[config.mk]
export PLATFORM = sky130hd
export DESIGN_NAME = systolic_drain_flat
export DESIGN_NICKNAME = d
export VERILOG_FILES = /design/src/rtl/systolic_drain_if.sv /design/src/rtl/systolic_drain.sv /design/src/flat_wrapper.sv
export SDC_FILE = /design/constraint.sdc
export NUM_CORES = 1
export LEC_CHECK = 0
export CORE_MARGIN = 10
export CORE_UTILIZATION = 25
export DETAILED_ROUTE_END_ITERATION = 12
export GPL_ROUTABILITY_DRIVEN = 1
export PLACE_DENSITY = 0.49
export SYNTH_ARGS = -nofsm -noshare
export SYNTH_HDL_FRONTEND = slang
export SYNTH_SLANG_ARGS = --single-unit
[constraint.sdc]
create_clock -name clk -period 15.55 [get_ports clk]
set_input_delay 2.3325 -clock clk [delete_from_list [all_inputs] [get_ports clk]]
set_output_delay 2.3325 -clock clk [all_outputs]
set_load 0.01 [all_outputs]
[src/rtl/systolic_drain_if.sv]
// Bus bundle between the systolic array bottom row, the drain block and the host-side consumer.
// The slave modport is the drain block's view; master is the array/host side.
interface systolic_drain_if #(
    parameter int unsigned N     = 4,
    parameter int unsigned W     = 16,
    parameter int unsigned DEPTH = 4
);
    logic                     in_valid;
    logic [N*W-1:0]           acc_col;
    logic                     full;
    logic                     overflow;
    logic                     out_valid;
    logic                     out_ready;
    logic [N*W-1:0]           out_data;
    logic [$clog2(DEPTH):0]   count;

    modport master (
        output in_valid,
        output acc_col,
        output out_ready,
        input  full,
        input  overflow,
        input  out_valid,
        input  out_data,
        input  count
    );

    modport slave (
        input  in_valid,
        input  acc_col,
        input  out_ready,
        output full,
        output overflow,
        output out_valid,
        output out_data,
        output count
    );
endinterface

[src/rtl/systolic_drain.sv]
// Deskews time-skewed bottom-row AccOut columns into aligned rows and buffers them in a small
// FIFO with a valid/ready host port. The array cannot stall, so dropped rows set a sticky flag.
module systolic_drain #(
    parameter int unsigned N     = 4,
    parameter int unsigned W     = 16,
    parameter int unsigned DEPTH = 4
) (
    input logic             clk,
    input logic             rst,
    input logic             clr,
    systolic_drain_if.slave bus
);
    localparam int unsigned PW = $clog2(DEPTH);
    localparam int unsigned CW = PW + 1;
    localparam int unsigned RW = N * W;

    logic          flush;
    logic [RW-1:0] aligned;
    logic [N-2:0]  vpipe_q;
    logic [RW-1:0] row_q;
    logic          row_valid_q;
    logic [RW-1:0] mem_q [DEPTH];
    logic [PW-1:0] wr_ptr_q;
    logic [PW-1:0] rd_ptr_q;
    logic [CW-1:0] count_q;
    logic [CW-1:0] count_d;
    logic          overflow_q;
    logic          out_valid;
    logic          is_full;
    logic          pop;
    logic          push;
    logic          drop;

    assign flush = rst | clr;

    // Column j arrives j edges after its row starts, so it needs N-1-j stages to line up.
    for (genvar j = 0; j < N; j++) begin : g_col
        if (j == N - 1) begin : g_direct
            assign aligned[j*W +: W] = bus.acc_col[j*W +: W];
        end else begin : g_pipe
            localparam int unsigned Stages = N - 1 - j;
            logic [W-1:0] pipe_q [Stages];

            always_ff @(posedge clk) begin
                if (flush) begin
                    for (int s = 0; s < int'(Stages); s++) begin
                        pipe_q[s] <= '0;
                    end
                end else begin
                    pipe_q[0] <= bus.acc_col[j*W +: W];
                    for (int s = 1; s < int'(Stages); s++) begin
                        pipe_q[s] <= pipe_q[s-1];
                    end
                end
            end

            assign aligned[j*W +: W] = pipe_q[Stages-1];
        end
    end

    always_ff @(posedge clk) begin
        if (flush) begin
            vpipe_q <= '0;
        end else begin
            vpipe_q[0] <= bus.in_valid;
            for (int s = 1; s < int'(N) - 1; s++) begin
                vpipe_q[s] <= vpipe_q[s-1];
            end
        end
    end

    // Aligned row is captured here, then pushed into the FIFO on the following edge.
    always_ff @(posedge clk) begin
        if (flush) begin
            row_q       <= '0;
            row_valid_q <= 1'b0;
        end else begin
            row_valid_q <= vpipe_q[N-2];
            if (vpipe_q[N-2]) begin
                row_q <= aligned;
            end
        end
    end

    assign out_valid = (count_q != '0);
    assign is_full   = (count_q == CW'(DEPTH));

    always_comb begin
        pop     = out_valid & bus.out_ready;
        push    = row_valid_q & (~is_full | pop);
        drop    = row_valid_q & is_full & ~pop;
        count_d = count_q;
        if (push && !pop) begin
            count_d = count_q + CW'(1);
        end else if (!push && pop) begin
            count_d = count_q - CW'(1);
        end
    end

    // When full with a same-edge pop, wr_ptr equals rd_ptr and the slot being vacated is reused.
    always_ff @(posedge clk) begin
        if (flush) begin
            for (int i = 0; i < int'(DEPTH); i++) begin
                mem_q[i] <= '0;
            end
            wr_ptr_q   <= '0;
            rd_ptr_q   <= '0;
            count_q    <= '0;
            overflow_q <= 1'b0;
        end else begin
            if (push) begin
                mem_q[wr_ptr_q] <= row_q;
                wr_ptr_q        <= wr_ptr_q + PW'(1);
            end
            if (pop) begin
                rd_ptr_q <= rd_ptr_q + PW'(1);
            end
            count_q <= count_d;
            if (drop) begin
                overflow_q <= 1'b1;
            end
        end
    end

    assign bus.full      = is_full;
    assign bus.overflow  = overflow_q;
    assign bus.out_valid = out_valid;
    assign bus.out_data  = mem_q[rd_ptr_q];
    assign bus.count     = count_q;
endmodule

[src/flat_wrapper.sv]
// flat-port wrapper written by rule: the top's interface ports become plain ports
module systolic_drain_flat 
#(
    parameter int unsigned N     = 4,
    parameter int unsigned W     = 16,
    parameter int unsigned DEPTH = 4
)
  (clk, rst, clr, bus_in_valid, bus_acc_col, bus_out_ready, bus_full, bus_overflow, bus_out_valid, bus_out_data, bus_count);
  systolic_drain_if #(.N(N), .W(W), .DEPTH(DEPTH)) bus_i ();
  input logic clk;
  input logic rst;
  input logic clr;
  input wire logic [$bits(bus_i.in_valid)-1:0] bus_in_valid;
  input wire logic [$bits(bus_i.acc_col)-1:0] bus_acc_col;
  input wire logic [$bits(bus_i.out_ready)-1:0] bus_out_ready;
  output wire logic [$bits(bus_i.full)-1:0] bus_full;
  output wire logic [$bits(bus_i.overflow)-1:0] bus_overflow;
  output wire logic [$bits(bus_i.out_valid)-1:0] bus_out_valid;
  output wire logic [$bits(bus_i.out_data)-1:0] bus_out_data;
  output wire logic [$bits(bus_i.count)-1:0] bus_count;
  assign bus_i.in_valid = bus_in_valid;
  assign bus_i.acc_col = bus_acc_col;
  assign bus_i.out_ready = bus_out_ready;
  assign bus_full = bus_i.full;
  assign bus_overflow = bus_i.overflow;
  assign bus_out_valid = bus_i.out_valid;
  assign bus_out_data = bus_i.out_data;
  assign bus_count = bus_i.count;
  systolic_drain #(.N(N), .W(W), .DEPTH(DEPTH)) u_core (.clk(clk), .rst(rst), .clr(clr), .bus(bus_i));
endmodule
==> results.sh <==
export IMPL_tns_ns=0
export IMPL_avgRoutedWirePerCell_um=20.0
export IMPL_period_needed_ns=5.72
export IMPL_required_ns=13.22
export IMPL_diodes=0
export IMPL_report_final_slew_viol_count=0
export IMPL_insertion_delay_ns=0.59
export IMPL_io_buffers=138
export IMPL_track_usage=0.110
export IMPL_grt_pass1_vias=9663
export IMPL_area_delta_synth_final_pct=23.4
export IMPL_drt_antenna_violating_nets=0
export IMPL_fmax_ghz=0.175
export IMPL_peakVddDrop_mv=0.0659
export IMPL_antenna_found_initial=1
export IMPL_first_pass_iters=5
export IMPL_ios=139
export IMPL_p_sw_frac=0.209
export IMPL_ys_warn_count=0
export IMPL_yosysSeqAreaShare=0.678
export IMPL_clock_sinks=430
export IMPL_max_slew_margin_rel=0.216
export IMPL_place_gp_congestion=0.684
export IMPL_clockRootBuffer="clkbuf_16"
export IMPL_synth_cells=1102
export IMPL_vias=9104
export IMPL_clk_path_buf_depth=3
export IMPL_synth_ff_type="edfxtp_1"
export IMPL_p_total_mw=2.47
export IMPL_htreeDepth=2
export IMPL_power_leakage_nw=7.65
export IMPL_viasPerCell=4.27
export IMPL_synth_area_leaders="edfxtp_1, dfxtp_1, mux4_2"
export IMPL_routed_wl_um=42600
export IMPL_grt_ovfl_total=0
export IMPL_p_clk_frac=0.461
export IMPL_grt_max_degree=91
export IMPL_p_switching_mw=0.517
export IMPL_p_seq_frac=0.505
export IMPL_critPathArrivalTime_ns=3.39
export IMPL_rsz0062_at_grt="no"
export IMPL_grt_pass1_wl_um=64400
export IMPL_drt_initial_drc_count=492
export IMPL_synth_edf_count=256
export IMPL_hpwl_um=23000
export IMPL_hold_depth=1
export IMPL_synth_ff_latch_count=430
export IMPL_synth_cell_type_count=33
export IMPL_dieWidth_um=277
export IMPL_core_sq_um=65500
export IMPL_post_cts_resized=0
export IMPL_critPathKind="register to output pin"
export IMPL_layout_drive_gt1_share=0.137
export IMPL_worstMarginPinSlew_ns=1.18
export IMPL_cp_start_kind="register"
export IMPL_synth_top_area_frac=0.467
export IMPL_rr_worst_depth=3
export IMPL_initial_core_util=0.251
export IMPL_p_int_mw=1.95
export IMPL_fp_dieH_um=277
export IMPL_num_fill_cells=6482
export IMPL_avgSynthCellArea_sq_um=14.9
export IMPL_dieArea_sq_um=76500
export IMPL_fin_crit_sh=0.368
export IMPL_cts_clk_slew_worst_paths_ns=0.06
export IMPL_ctsHoldBuffers=0
export IMPL_cts_tree="built"
export IMPL_cp_end_kind="output pin"
export IMPL_layout_nets=1296
export IMPL_cap_viol_max_count=0
export IMPL_comb_power_share=0.034
export IMPL_rows=94
export IMPL_p_per_area_nw_per_um2=121
export IMPL_finalHoldViolCount=0
export IMPL_synth_nets=1173
export IMPL_cts_setup_buffers=0
export IMPL_hp_class="register to register"
export IMPL_crit_path_max_fanout=39
export IMPL_ys_async_sr_fraction=0
export IMPL_final_setup_skew_ns=0.0196
export IMPL_netlist_area_sq_um=16500
export IMPL_status="finished, final reports clean"
export IMPL_synth_largest_area_cell="edfxtp_1"
export IMPL_setup_viol=0
export IMPL_cts_buffers=49
export IMPL_drc=0
## through the flow
stage                      util  instances  area (sq um)  setup WS (ns)  hold slack, ns
after floorplan               -       1102         16500           7.79           0.406
after global placement    0.286       2038         18700          10.20           0.409
after detailed placement  0.286       2038         18700          10.16           0.410
after CTS                 0.310       2130         20300           9.64           0.421
after global routing      0.310       2130         20300           9.55           0.436
final                     0.310       2130         20300           9.83           0.422
## worst max-delay path, stage by stage (launching register included)
cell,delay (ns)
dfxtp_4,0.74
buf_4,0.82
mux4_2,0.67
clkdlybuf4s50_1,0.51
## sequential cells by signal, indices dropped and copies added, names as in the netlist, named ones only
name	count
u_core.row_q	64
u_core.row_valid_q	1
u_core.wr_ptr_q	2
u_core.vpipe_q	3
u_core.mem_q	256
u_core.rd_ptr_q	2
u_core.g_col.g_pipe.pipe_q	96
u_core.bus.count	3
u_core.bus.overflow	1
## layout make-up
class                   count  area, sq um  area share
repair buffers            153         1490      0.0735
well taps                 864         1080      0.0532
multi-input cells         589         4940       0.243
flip-flops and latches    430        11200       0.550
inverters                   2         7.51    0.000369
clock buffers              76         1520      0.0746
clock inverters            16         98.8     0.00486
## placed cells by master, fill, tap and decap left out, drive strengths merged
cell type,n
nor2,71
nor4,1
nor3,1
clkbuf,76
buf,15
o21bai,1
o311ai,1
dfxtp,174
nor3b,1
nand2b,1
o21ai,2
clkdlybuf4s50,138
mux4,64
clkinvlp,2
o31ai,4
clkinv,10
mux2i,65
ha,1
and2,228
and3,130
a21oi,3
nand2,3
nor2b,1
fa,1
edfxtp,256
inv,6
or4b,1
or2,1
nor4b,1
or3,2
xor2,4
nand3,1
## cell families after synthesis
logic type / Yosys count / share of synthesized area
XOR/XNOR: 4 / 0.00213
AO/OA/AOI/OAI: 11 / 0.00433
buffers and inverters: 83 / 0.0263
AND/OR/NAND/NOR: 443 / 0.160
adder cells (fa/ha/maj): 2 / 0.00198
multiplexers: 129 / 0.127
flip-flops: 430 / 0.678
## routing by layer
layer | vias up | GRT usage | routed length, um
met4 | 0 | 0.0309 | 674
li1 | 4221 | - | -
met5 | - | 0 | 0
met2 | 204 | 0.183 | 20500
met1 | 4628 | 0.141 | 19300
met3 | 51 | 0.0232 | 2080
## synthesized netlist by cell type (2+ instances only)
master,number
edfxtp_1,256
and2_1,228
dfxtp_1,174
and3_1,129
nor2_1,71
mux2i_1,65
mux4_2,64
clkbuf_1,53
buf_6,14
buf_2,12
o31ai_1,4
xor2_1,4
a21oi_1,3
nand2_1,3
inv_1,2
o21ai_0,2
or3_1,2
## power by group through the flow
stage               Sequential [mW]  Clock [mW]  Combinational, mW
detailed placement             1.27           0             0.0880
CTS                            1.25        1.17             0.0883
global placement               1.27           0             0.0884
finish                         1.25        1.14             0.0843
floorplan                      1.27           0             0.0345
global route                   1.25        1.22             0.0915
## final timing paths
| check | start | end | slack, ns |
|---|---|---|---|
| max | register | bus_out_data[1] | 9.83 |
| min | u_core.g_col[0].g_pipe.pipe_q[0][6] | u_core.g_col[0].g_pipe.pipe_q[1][6] | 0.42 |
| max reg2reg | u_core.wr_ptr_q[1] | u_core.mem_q[3][21] | 12.59 |
| min reg2reg | u_core.g_col[0].g_pipe.pipe_q[0][6] | u_core.g_col[0].g_pipe.pipe_q[1][6] | 0.42 |
(Power assumes the default switching activity.)
